$ cat src/rtl/cordic_hyperbolic_8bit.sv
// Pipelined hyperbolic CORDIC, rotation mode. Rotates (Xin, Yin) by the
// hyperbolic angle `angle`; results carry the CORDIC gain A ~ 0.828.
// One input register, nine iteration stages (shift 4 repeated) and one
// rounding/saturating output register: 11 cycles latency, 1 sample/cycle.
module cordic_hyperbolic_8bit #(
   parameter int unsigned SZ    = 8,
   parameter int unsigned GUARD = 4
) (
   input  logic                 clk,
   input  logic                 rst,
   input  logic signed [SZ-1:0] Xin,
   input  logic signed [SZ-1:0] Yin,
   input  logic signed [SZ-1:0] angle,
   output logic signed [SZ:0]   Xout,
   output logic signed [SZ:0]   Yout
);

   // One headroom bit beyond SZ+1+GUARD: with large inputs the rotated vector
   // exceeds the output range before saturation and must not wrap.
   localparam int unsigned W     = SZ + 2 + GUARD;
   localparam int unsigned ZFRAC = 10;
   localparam int unsigned ZW    = ZFRAC + 2;
   localparam int unsigned NS    = 9;

   typedef logic signed [W-1:0]  dat_t;
   typedef logic signed [ZW-1:0] ang_t;

   // Stage k (0-based) uses shift 1,2,3,4,4,5,6,7,8.
   function automatic int unsigned shift_of(int unsigned k);
      return (k < 4) ? k + 1 : k;
   endfunction

   // atanh(2^-i) in Q1.10, rounded.
   function automatic ang_t atanh_rom(int unsigned i);
      ang_t v;
      case (i)
         1:       v = ang_t'(562);
         2:       v = ang_t'(262);
         3:       v = ang_t'(129);
         4:       v = ang_t'(64);
         5:       v = ang_t'(32);
         6:       v = ang_t'(16);
         7:       v = ang_t'(8);
         8:       v = ang_t'(4);
         default: v = '0;
      endcase
      return v;
   endfunction

   // Drop the guard bits with round-half-up, then clamp to the output range.
   function automatic logic signed [SZ:0] round_sat(dat_t v);
      dat_t r;
      logic signed [SZ:0] o;
      r = (v + dat_t'(2 ** (GUARD - 1))) >>> GUARD;
      if (r > dat_t'(2 ** SZ - 1)) begin
         o = {1'b0, {SZ{1'b1}}};
      end else if (r < -dat_t'(2 ** SZ)) begin
         o = {1'b1, {SZ{1'b0}}};
      end else begin
         o = r[SZ:0];
      end
      return o;
   endfunction

   dat_t x_q [NS+1];
   dat_t y_q [NS+1];
   ang_t z_q [NS+1];
   dat_t x_d [NS+1];
   dat_t y_d [NS+1];
   ang_t z_d [NS+1];
   logic signed [SZ:0] xout_q, yout_q, xout_d, yout_d;

   // Input alignment and the nine micro-rotations feeding each register stage.
   always_comb begin
      x_d[0] = dat_t'(Xin) <<< GUARD;
      y_d[0] = dat_t'(Yin) <<< GUARD;
      z_d[0] = ang_t'(angle) <<< (ZFRAC - (SZ - 1));
      for (int unsigned k = 1; k <= NS; k++) begin
         if (!z_q[k-1][ZW-1]) begin
            x_d[k] = x_q[k-1] + (y_q[k-1] >>> shift_of(k - 1));
            y_d[k] = y_q[k-1] + (x_q[k-1] >>> shift_of(k - 1));
            z_d[k] = z_q[k-1] - atanh_rom(shift_of(k - 1));
         end else begin
            x_d[k] = x_q[k-1] - (y_q[k-1] >>> shift_of(k - 1));
            y_d[k] = y_q[k-1] - (x_q[k-1] >>> shift_of(k - 1));
            z_d[k] = z_q[k-1] + atanh_rom(shift_of(k - 1));
         end
      end
      xout_d = round_sat(x_q[NS]);
      yout_d = round_sat(y_q[NS]);
   end

   // Pipeline registers; synchronous reset flushes every in-flight sample.
   always_ff @(posedge clk) begin
      if (rst) begin
         for (int unsigned k = 0; k <= NS; k++) begin
            x_q[k] <= '0;
            y_q[k] <= '0;
            z_q[k] <= '0;
         end
         xout_q <= '0;
         yout_q <= '0;
      end else begin
         for (int unsigned k = 0; k <= NS; k++) begin
            x_q[k] <= x_d[k];
            y_q[k] <= y_d[k];
            z_q[k] <= z_d[k];
         end
         xout_q <= xout_d;
         yout_q <= yout_d;
      end
   end

   assign Xout = xout_q;
   assign Yout = yout_q;

endmodule

$ cat config.mk
export PLATFORM = sky130hd
export DESIGN_NAME = cordic_hyperbolic_8bit
export DESIGN_NICKNAME = d
export VERILOG_FILES = /design/src/rtl/cordic_hyperbolic_8bit.sv
export SDC_FILE = /design/constraint.sdc
export NUM_CORES = 1
export LEC_CHECK = 0
export ABC_AREA = 1
export BUFFER_PORTS_ARGS = -buffer_cell sky130_fd_sc_hd__buf_4
export CAP_MARGIN = 20
export CORE_MARGIN = 1
export CORE_UTILIZATION = 45
export CTS_CLUSTER_SIZE = 8
export DETAILED_ROUTE_END_ITERATION = 6
export GPL_TIMING_DRIVEN = 0
export SLEW_MARGIN = 40
export SYNTH_ARGS = -nofsm -noshare
export SYNTH_HDL_FRONTEND = slang
export SYNTH_SLANG_ARGS = --single-unit
$ cat constraint.sdc
create_clock -name clk -period 2.4 [get_ports clk]
set_input_delay 0.36 -clock clk [delete_from_list [all_inputs] [get_ports clk]]
set_output_delay 0.36 -clock clk [all_outputs]
set_load 0.02 [all_outputs]
==> results of run 1 <==
==> sequential cells by signal, indices dropped and copies added (netlist names) <==
name	flops
x_q	127
y_q	127
z_q	76
Xout	9
Yout	9
==> routing by layer <==
metal | global-route usage, % | wire [µm] | vias up
met5 | 0 | 0 | -
met4 | 6.425 | 1649 | 0
met3 | 2.963 | 2972 | 101
met2 | 41.97 | 35080 | 485
met1 | 33.94 | 35950 | 11580
li1 | - | - | 13195
==> cells in the final DEF, fill, tap and decap left out, types with 11 or more instances in the layout <==
cell           count
o21ai_0          199
ha_1             173
nand2_1          781
dfxtp_2           41
clkbuf_16         51
a21o_1            19
a31oi_1           23
nand3_1          255
o21a_1            22
ha_2              40
nor2_2            56
xor2_2            13
nor3_2            18
nand4_1           39
buf_4            116
dlygate4sd3_1     24
nor2_1           452
o21ai_2           32
o21ai_1           61
inv_1            442
inv_2             26
xnor2_1           21
a21oi_4           20
dfxtp_1          282
nand3_2           11
xor2_1            91
fa_1              19
nor3_1            27
dfxtp_4           25
a21oi_2           67
o21bai_1          19
buf_2             22
a21oi_1          311
ha_4              80
clkbuf_1          16
nand2_2           62
nor2_4            12
==> how the worst max path moves through the flow <==
| stage | startpoint | to |
|---|---|---|
| after floorplan | x_q[2][3] | y_q[0][55] |
| after global placement | z_q[0][35] | x_q[3][13] |
| after detailed placement | z_q[0][35] | x_q[3][13] |
| after CTS | y_q[0][31] | x_q[3][13] |
| after global routing | x_q[2][4] | y_q[0][55] |
| final | y_q[0][32] | x_q[3][13] |
==> per-stage QoR <==
stage               setup TNS [ps]  instance area, µm²  instances  hold WS, ps  utilization, %
floorplan                        0               25760       3882        388.3               -
global placement            -22030               27030       4680        390.4           47.84
detailed placement          -21740               27030       4680        395.7           47.85
CTS                         -34.35               29310       4777        313.5           51.88
global route                 -2064               32060       4836        383.9           56.74
finish                      -15.65               32060       4836        333.9           56.74
==> area by class of cell <==
class	count	share of cell area (%)
buffer	55	1.112
timing repair buffer	138	3.462
clock buffer	58	4.126
inverter	481	5.753
sequential	348	22.18
clock inverter	3	0.1054
tap	756	2.951
multi-input combinational	2997	60.31
==> cells in the mapped netlist, types with 26 or more instances <==
cell type	count
nand2_1	843
nor2_1	513
inv_1	476
a21oi_1	398
dfxtp_1	348
ha_1	293
o21ai_0	279
nand3_1	266
xor2_1	104
nor3_1	51
nand4_1	39
buf_2	29
a31oi_1	26
==> kinds of logic (layout without fill, tap and decap cells) <==
kind of cell,Yosys count,count (layout)
fa+ha+maj,313,313
compound gates,813,813
simple gates,1743,1743
buf+inv,537,735
flops,348,348
xor+xnor,128,128
==> what timing repair did <==
item,4_1_cts,5_1_grt
hold endpoints to repair,24,0
resized for setup,187,608
setup buffers,12,59
pin swaps,26,144
hold buffers,24,0
setup endpoints to repair,141,155
cloned,0,1
==> worst register-to-register path: stages (launching register included) <==
cell and delay, ps:
dfxtp_2 390, inv_1 100, ha_4 180, nand3_1 100
nand2_2 80, o21ai_2 90, xor2_1 250, inv_1 120
ha_4 260, a21oi_2 180, o21ai_2 100, a21oi_2 140
nand2_2 100, nand2_1 80, nand2_1 50, nor2_2 130
==> out/qor.txt, run 1 <==
status - finished with violations
violated checks - negative setup slack
crit path DAT - 2930 ps
slowest stage delay, CP - 390 ps
Port Buf Inserts - 42
R2R Setup Slk - -20 ps
Mapped Avg Cell Area - 6.637 µm²
initial antenna violation count - 0
critical path buffer and inverter count - 2
clock slew at reported path FFs - 50 ps
max-cap viol count - 0
fmax - 414.0 MHz
Yosys reg bits - 348
Top Family by Delay on Critical Path - simple AND/OR/NAND/NOR gates
Hold Crit Depth - 3
Worst Skew - 28.11 ps
largest net degree at the start of global routing - 18
cell accounting for the most synthesized area - dfxtp_1
Reg2Reg Capture Point - x_q[3][13]
CTS tree - yes
max_slew headroom - 46.75%
cells along the critical path - inv_1 > ha_4 > nand3_1 > nand2_2 > o21ai_2 > xor2_1 > inv_1 > ha_4 > a21oi_2 > o21ai_2 > a21oi_2 > nand2_2 > nand2_1 > nand2_1 > nor2_2
crit path launch type - flop
die area - 58,220 µm²
Compound-Gate Fraction of Synth Area - 17.06%
area delta synth->final - 24.42%
Crit. End Element - flop
Post-Syn Nets - 4,221
number of global-route vias before repair - 22.74k
Synth Flop Type - dfxtp_1
DR pass1 iterations - 6
Place WS - -536.5 ps
Setup violations, final - 1
root buffer cell - clkbuf_16
io pins - 44
Seq/Total Area, Yosys - 27.04%
Tmin final - 2416 ps
Distinct cells, synth - 45
Total GRT Usage - 25.03%
first-pass GRT wire length - 116,400 µm
Slew Limit Fails - 0
Crit Path Max Fanout - 5
cts bufs inserted - 50
layout cells sized above 1 - 19.12%
synth top area cells - dfxtp_1 27%, ha_1 14%, nand2_1 12%
Initial Util - 45.60%
Synth Area in XOR/XNOR - 4.380%
drt wl/cell - 15.64 µm
clock latency on the worst-skew pair - 600 ps
H-tree depth - 2
final setup margin - -15.65 ps
main combinational cell family by area after synthesis - simple AND/OR/NAND/NOR gates
Num Clock Sinks - 348
vias per cell - 5.244
Ys Warns - 0
drt total wl - 75,650 µm
hold endpoint - y_q[0][9]
Row Count - 87
Antenna Nets Post-Route - 0
async set-reset flop share out of synthesis - 0%
post-synthesis mux area share - 0%
DRC viols - 0
RePlAce Congestion - 0.9337
post-synth top area share - 27.04%
CORE AREA - 56,500 µm²
post-DP HPWL - 56,550 µm
fill count - 5,348
number of synthesized flops with an enable pin - 0
total number of vias - 25.36k
Longest Clk Path Bufs - 3
Antenna Diode Count - 0
Post-Synth Simple-Gate Area - 27.70%
Worst Min Path Start - rst
Mapped Area - 25,760 µm²
critical path depth - 15
Layout Nets - 4,410
worst min-delay path class - input pin to flop
slowest cell on the critical path - dfxtp_2
DR iter-0 viols - 1,494
WS Path Type - flop to flop
r2r worst-path depth - 15
global route overflow - 0
Crit path required time - 2910 ps
worst r2r src - y_q[0][32]
adder-cell share of the synthesized area - 15.78%
final worst path period share - 100.7%
synthesized netlist cell count - 3,882
final hold violations - 0
RSZ-0062 raised after global routing - yes
sequential standard cell area - 7112 µm²
Die Height - 241.3 µm
multi-input logic area - 19,330 µm²
worst slew pin tran - 798.7 ps
Die Span X - 241.3 µm
Power of run 1 is left out: the tool's default activity adds up to more than one toggle a clock period on the data nets, which glitch-free logic cannot reach.
==> run 2: changes to the inputs <==
--- a/config.mk
+++ b/config.mk
@@ -8,11 +8,12 @@
 export ABC_AREA = 1
 export BUFFER_PORTS_ARGS = -buffer_cell sky130_fd_sc_hd__buf_4
 export CAP_MARGIN = 20
-export CORE_MARGIN = 1
+export CORE_MARGIN = 1.5
 export CORE_UTILIZATION = 45
 export CTS_CLUSTER_SIZE = 8
 export DETAILED_ROUTE_END_ITERATION = 6
 export GPL_TIMING_DRIVEN = 0
+export SKIP_CTS_REPAIR_TIMING = 1
 export SLEW_MARGIN = 40
 export SYNTH_ARGS = -nofsm -noshare
 export SYNTH_HDL_FRONTEND = slang
==> run 2 against run 1 <==
- the flow finishes with violations (negative hold slack, negative setup slack)
- register-to-register slack got worse by 20 ps
- non-clock buffer count stayed put
- sequential cell count unchanged
- critical path type unchanged
- critical endpoint is now x_q[2][13]
==> out/qor.txt, run 2 (same netlist as run 1, synthesis figures left out) <==
crit path launch type - flop
Total GRT Usage - 24.15%
drt total wl - 75,270 µm
CORE AREA - 56,500 µm²
post-DP HPWL - 56,760 µm
Crit. End Element - flop
first-pass GRT wire length - 115,900 µm
Antenna Diode Count - 0
CP most frequent cell - nand2_2
clock slew at reported path FFs - 50 ps
number of global-route vias before repair - 22.81k
clock latency on the worst-skew pair - 590 ps
Slew Limit Fails - 0
max_slew headroom - 50.44%
violated checks - negative hold slack, negative setup slack
max-cap viol count - 0
Crit path required time - 2870 ps
Die Span X - 242.3 µm
die area - 58,700 µm²
largest net degree at the start of global routing - 18
Tmin final - 2433 ps
fmax - 411.0 MHz
Layout Nets - 4,410
RePlAce Congestion - 0.9338
Antenna Nets Post-Route - 0
area delta synth->final - 23.66%
io pins - 44
placed cell areas - 27,030 µm²
CTS tree - yes
final setup margin - -33.18 ps
worst slew pin tran - 743.3 ps
total number of vias - 25.37k
final worst path period share - 101.4%
slowest stage delay, CP - 410 ps
Place WS - -581.7 ps
Port Buf Inserts - 42
Worst Skew - 14.36 ps
fill count - 5,422
Longest Clk Path Bufs - 3
worst hold slack - -19.12 ps
initial antenna violation count - 1
fin util - 56.40%
drt wl/cell - 15.57 µm
cts bufs inserted - 50
finished layout cell area - 31,860 µm²
Row Count - 87
root buffer cell - clkbuf_16
vias per cell - 5.248
cells along the critical path - inv_4 > ha_4 > nand2_2 > nand2_2 > o21ai_1 > xor2_1 > inv_1 > ha_4 > nand2_2 > o21ai_2 > nand2_1 > nand4_1 > nand3_1 > nand2_1 > nor2_1
H-tree depth - 2
crit path DAT - 2900 ps
commonest non-fill, non-tap cell in the layout - nand2_1
Num Clock Sinks - 348
global route overflow - 0
DRC viols - 0
RSZ-0062 raised after global routing - yes
Initial Util - 45.60%
Crit Path Max Fanout - 5
DR pass1 iterations - 6
layout cells sized above 1 - 18.48%
final hold violations - 4
WS Path Type - flop to flop
top flop regs - x_q: 127 flops, y_q: 127 flops, z_q: 76 flops
Setup violations, final - 1
slowest cell on the critical path - dfxtp_4
status - finished with violations
DR iter-0 viols - 1,585
Die Height - 242.3 µm
R2R Setup Slk - -30 ps
worst min-delay path class - input pin to flop
highest-count cells in the layout ignoring fill and taps - 788 x nand2_1, 457 x nor2_1, 439 x inv_1
[run 2: cell types whose count changed in the layout (fill, tap and decap cells not counted), moves of 5 or more]
cell	before	now
ha_1	173	178
ha_4	80	72
nand2_1	781	788
nor2_1	452	457
nor2_2	56	51
xor2_2	13	7
[run 2: stage by stage]
stage               setup TNS (ps)  instances  hold WS, ps
floorplan                        0       3882        388.3
global placement            -23400       4680        389.4
detailed placement          -22630       4680        393.1
CTS                         -25210       4740       -66.16
global route                 -3724       4835        1.057
finish                      -33.18       4835       -19.12
[run 2: layout make-up]
type                    instances  area [µm²]  share of cell area, %
well taps                     756       945.9                  2.969
clock inverters                 1       30.03                0.09425
plain buffers                  56       374.1                  1.174
inverters                     481        1863                  5.847
repair buffers                137        1099                  3.448
clock buffers                  59        1369                  4.296
flip-flops and latches        348        7106                  22.30
multi-input cells            2997       19080                  59.87
[run 2: routing by layer]
metal	routed length, µm	global-route usage, %
met1	35110	32.78
met2	34480	39.61
met3	3583	3.622
met4	2090	6.820
met5	0	0
[run 2: critical path: cells and delay by family, from the launching register on]
| family | cells | cell delay, ps |
|---|---|---|
| AO/OA/AOI/OAI | 2 | 250 |
| XOR/XNOR | 1 | 220 |
| adder cells (fa/ha/maj) | 2 | 500 |
| buffers and inverters | 2 | 180 |
| flip-flops | 1 | 410 |
| AND/OR/NAND/NOR | 8 | 740 |
[run 2: final timing paths]
check	startpoint	end	depth (start not counted)
max	y_q[0][17]	x_q[2][13]	15
min	Xin[7]	x_q[0][12]	3
max reg2reg	y_q[0][17]	x_q[2][13]	15
min reg2reg	z_q[0][41]	z_q[0][53]	2
Power of run 2 is left out for the same reason.
==> run 3: changes to the inputs <==
--- a/config.mk
+++ b/config.mk
@@ -5,7 +5,6 @@
 export SDC_FILE = /design/constraint.sdc
 export NUM_CORES = 1
 export LEC_CHECK = 0
-export ABC_AREA = 1
 export BUFFER_PORTS_ARGS = -buffer_cell sky130_fd_sc_hd__buf_4
 export CAP_MARGIN = 20
 export CORE_MARGIN = 1.5
==> run 3 against run 2 <==
- the flow still finishes with violations (negative hold slack, negative setup slack)
- synthesized area is 8.2% lower
- sequential cell count stayed put
- via count is 15% lower
- count of clock-buffer cells in the layout is 6 lower
- clock skew is 3.5 ps higher
- maximum frequency is 19% lower
- design area is 2.2% higher
==> out/qor.txt, run 3 <==
status - finished with violations
violated checks - negative hold slack, negative setup slack
post-synth top area share - 29.46%
Tmin final - 3000 ps
number of synthesized flops with an enable pin - 0
H-tree depth - 2
R2R Setup Slk - -600 ps
Row Count - 83
DR iter-0 viols - 1,128
slowest cell on the critical path - dfxtp_4
initial antenna violation count - 0
WS Path Type - flop to flop
CTS tree - yes
Worst Skew - 17.89 ps
CORE AREA - 51,610 µm²
crit path launch type - flop
RePlAce Congestion - 0.9178
Crit path required time - 2860 ps
synth top area cells - dfxtp_1 29%, ha_1 16%, xnor2_1 8.5%
DR pass1 iterations - 7
hold endpoint - x_q[0][8]
Post-synth top cells - 348 x dfxtp_1, 345 x nor2_1, 293 x ha_1
r2r worst-path depth - 11
final hold violations - 8
worst r2r src - z_q[0][35]
layout cells sized above 1 - 33.62%
Reg2Reg Capture Point - x_q[3][11]
Place WS - -959.9 ps
fmax - 333.4 MHz
cells along the critical path - buf_8 > buf_12 > mux2i_4 > ha_1 > nor2b_4 > o21ai_2 > a21oi_2 > o31a_1 > o2111a_2 > o41ai_2 > mux2_1
Mapped Area - 23,650 µm²
Post-Syn Nets - 3,130
max-cap viol count - 0
Die Span X - 232.2 µm
Hold Crit Depth - 2
final setup margin - -599.8 ps
slowest stage delay, CP - 370 ps
Total GRT Usage - 24.70%
Yosys reg bits - 348
Die Height - 232.2 µm
drt wl/cell - 19.10 µm
final worst path period share - 125.0%
Port Buf Inserts - 43
worst slew pin tran - 802.7 ps
Worst Min Path Start - Xin[4]
area delta synth->final - 37.74%
Ys Warns - 0
synthesized netlist cell count - 2,791
Seq/Total Area, Yosys - 29.46%
Antenna Nets Post-Route - 0
vias per cell - 5.636
crit path DAT - 3460 ps
cell accounting for the most synthesized area - dfxtp_1
clock slew at reported path FFs - 50 ps
number of global-route vias before repair - 20.14k
top flop regs - x_q: 127 flops, y_q: 127 flops, z_q: 76 flops
global route overflow - 0
Num Clock Sinks - 348
Layout Nets - 3,496
Distinct cells, synth - 73
DRC viols - 0
cts bufs inserted - 49
worst hold slack - -16.72 ps
Initial Util - 45.82%
highest-count cells in the layout ignoring fill and taps - 323 x nor2_1, 272 x buf_4, 256 x dfxtp_1
critical path buffer and inverter count - 2
RSZ-0062 raised after global routing - yes
Crit. End Element - flop
worst min-delay path class - input pin to flop
launch point of the worst path - z_q[0][35]
cell with the most instances after synthesis - dfxtp_1
Mapped Avg Cell Area - 8.473 µm²
root buffer cell - clkbuf_16
io pins - 44
Crit Path Max Fanout - 7
drt total wl - 73,390 µm
Slew Limit Fails - 0
post-DP HPWL - 51,120 µm
Longest Clk Path Bufs - 3
first-pass GRT wire length - 105,600 µm
fin util - 63.11%
Setup violations, final - 116
async set-reset flop share out of synthesis - 0%
die area - 53,940 µm²
Setup TNS - -23,600 ps
largest net degree at the start of global routing - 14
max_slew headroom - 46.48%
total number of vias - 21.66k
Top Family by Delay on Critical Path - compound AO/OA/AOI/OAI gates
clock latency on the worst-skew pair - 590 ps
commonest non-fill, non-tap cell in the layout - nor2_1
Synth Flop Type - dfxtp_1
[run 3: cell count changes in the layout (fill, tap and decap cells not counted), sizes merged, moves of 36 or more]
cell,previous run,this run
o21ai,296,103
inv,476,132
nor3,53,116
xnor2,24,230
nor2b,0,119
nand4,39,3
nand3,267,40
buf,152,327
a21oi,398,235
nand2,847,105
a21o,19,86
nor2,520,345
and3,0,43
[run 3: worst max-delay path by stage]
| stage | end | slack [ps] | cells after the start |
|---|---|---|---|
| after floorplan | x_q[8][11] | -320 | 11 |
| after CTS | y_q[0][67] | -830 | 11 |
| final | x_q[3][11] | -600 | 11 |
| after detailed placement | y_q[0][112] | -960 | 6 |
| after global routing | x_q[7][11] | -710 | 11 |
| after global placement | x_q[2][1] | -1330 | 6 |
[run 3: final cells by class]
class | count | area [µm²]
Timing Repair Buffer | 320 | 2638
Clock inverter | 3 | 41.29
Tap cell | 680 | 850.8
Clock buffer | 53 | 1251
Buffer | 78 | 624.3
Multi-Input combinational cell | 2224 | 19400
Sequential cell | 348 | 7209
Fill cell | 4267 | 19040
Inverter | 136 | 555.5
Antenna cell | 1 | 2.502
[run 3: metal layers]
metal  track usage, %  up-vias  share of wire, %
met5                0        -                 0
met4            9.801        0               3.7
met3            3.033      172               3.3
met2            42.35      419                49
met1            31.31    10517                44
li1                 -    10550                 -
[run 3: logic make-up (layout without fill, tap and decap cells)]
| family | Yosys count | after routing | share of synthesized area [%] |
|---|---|---|---|
| compound gates | 659 | 659 | 17.58 |
| other cells | 0 | 1 | 0 |
| flops | 348 | 348 | 29.46 |
| mux | 58 | 58 | 2.608 |
| buf+inv | 219 | 590 | 3.492 |
| xor+xnor | 309 | 309 | 11.48 |
| fa+ha+maj | 313 | 313 | 17.19 |
| simple gates | 885 | 885 | 18.19 |
[run 3: stage by stage]
stage	instance area [µm²]	cells
after floorplan	24540	2791
after global placement	25720	3514
after detailed placement	25760	3515
after CTS	27050	3571
after global routing	32570	3842
final	32570	3843
[run 3: worst reg2reg max path, delay by kind of cell, from the launching register on]
family                   cells  cell delay (ps)
AO/OA/AOI/OAI                5             1230
buffers and inverters        2              270
AND/OR/NAND/NOR              1              130
multiplexers                 2              610
adder cells (fa/ha/maj)      1              260
flip-flops                   1              370
Power of run 3 is left out for the same reason.
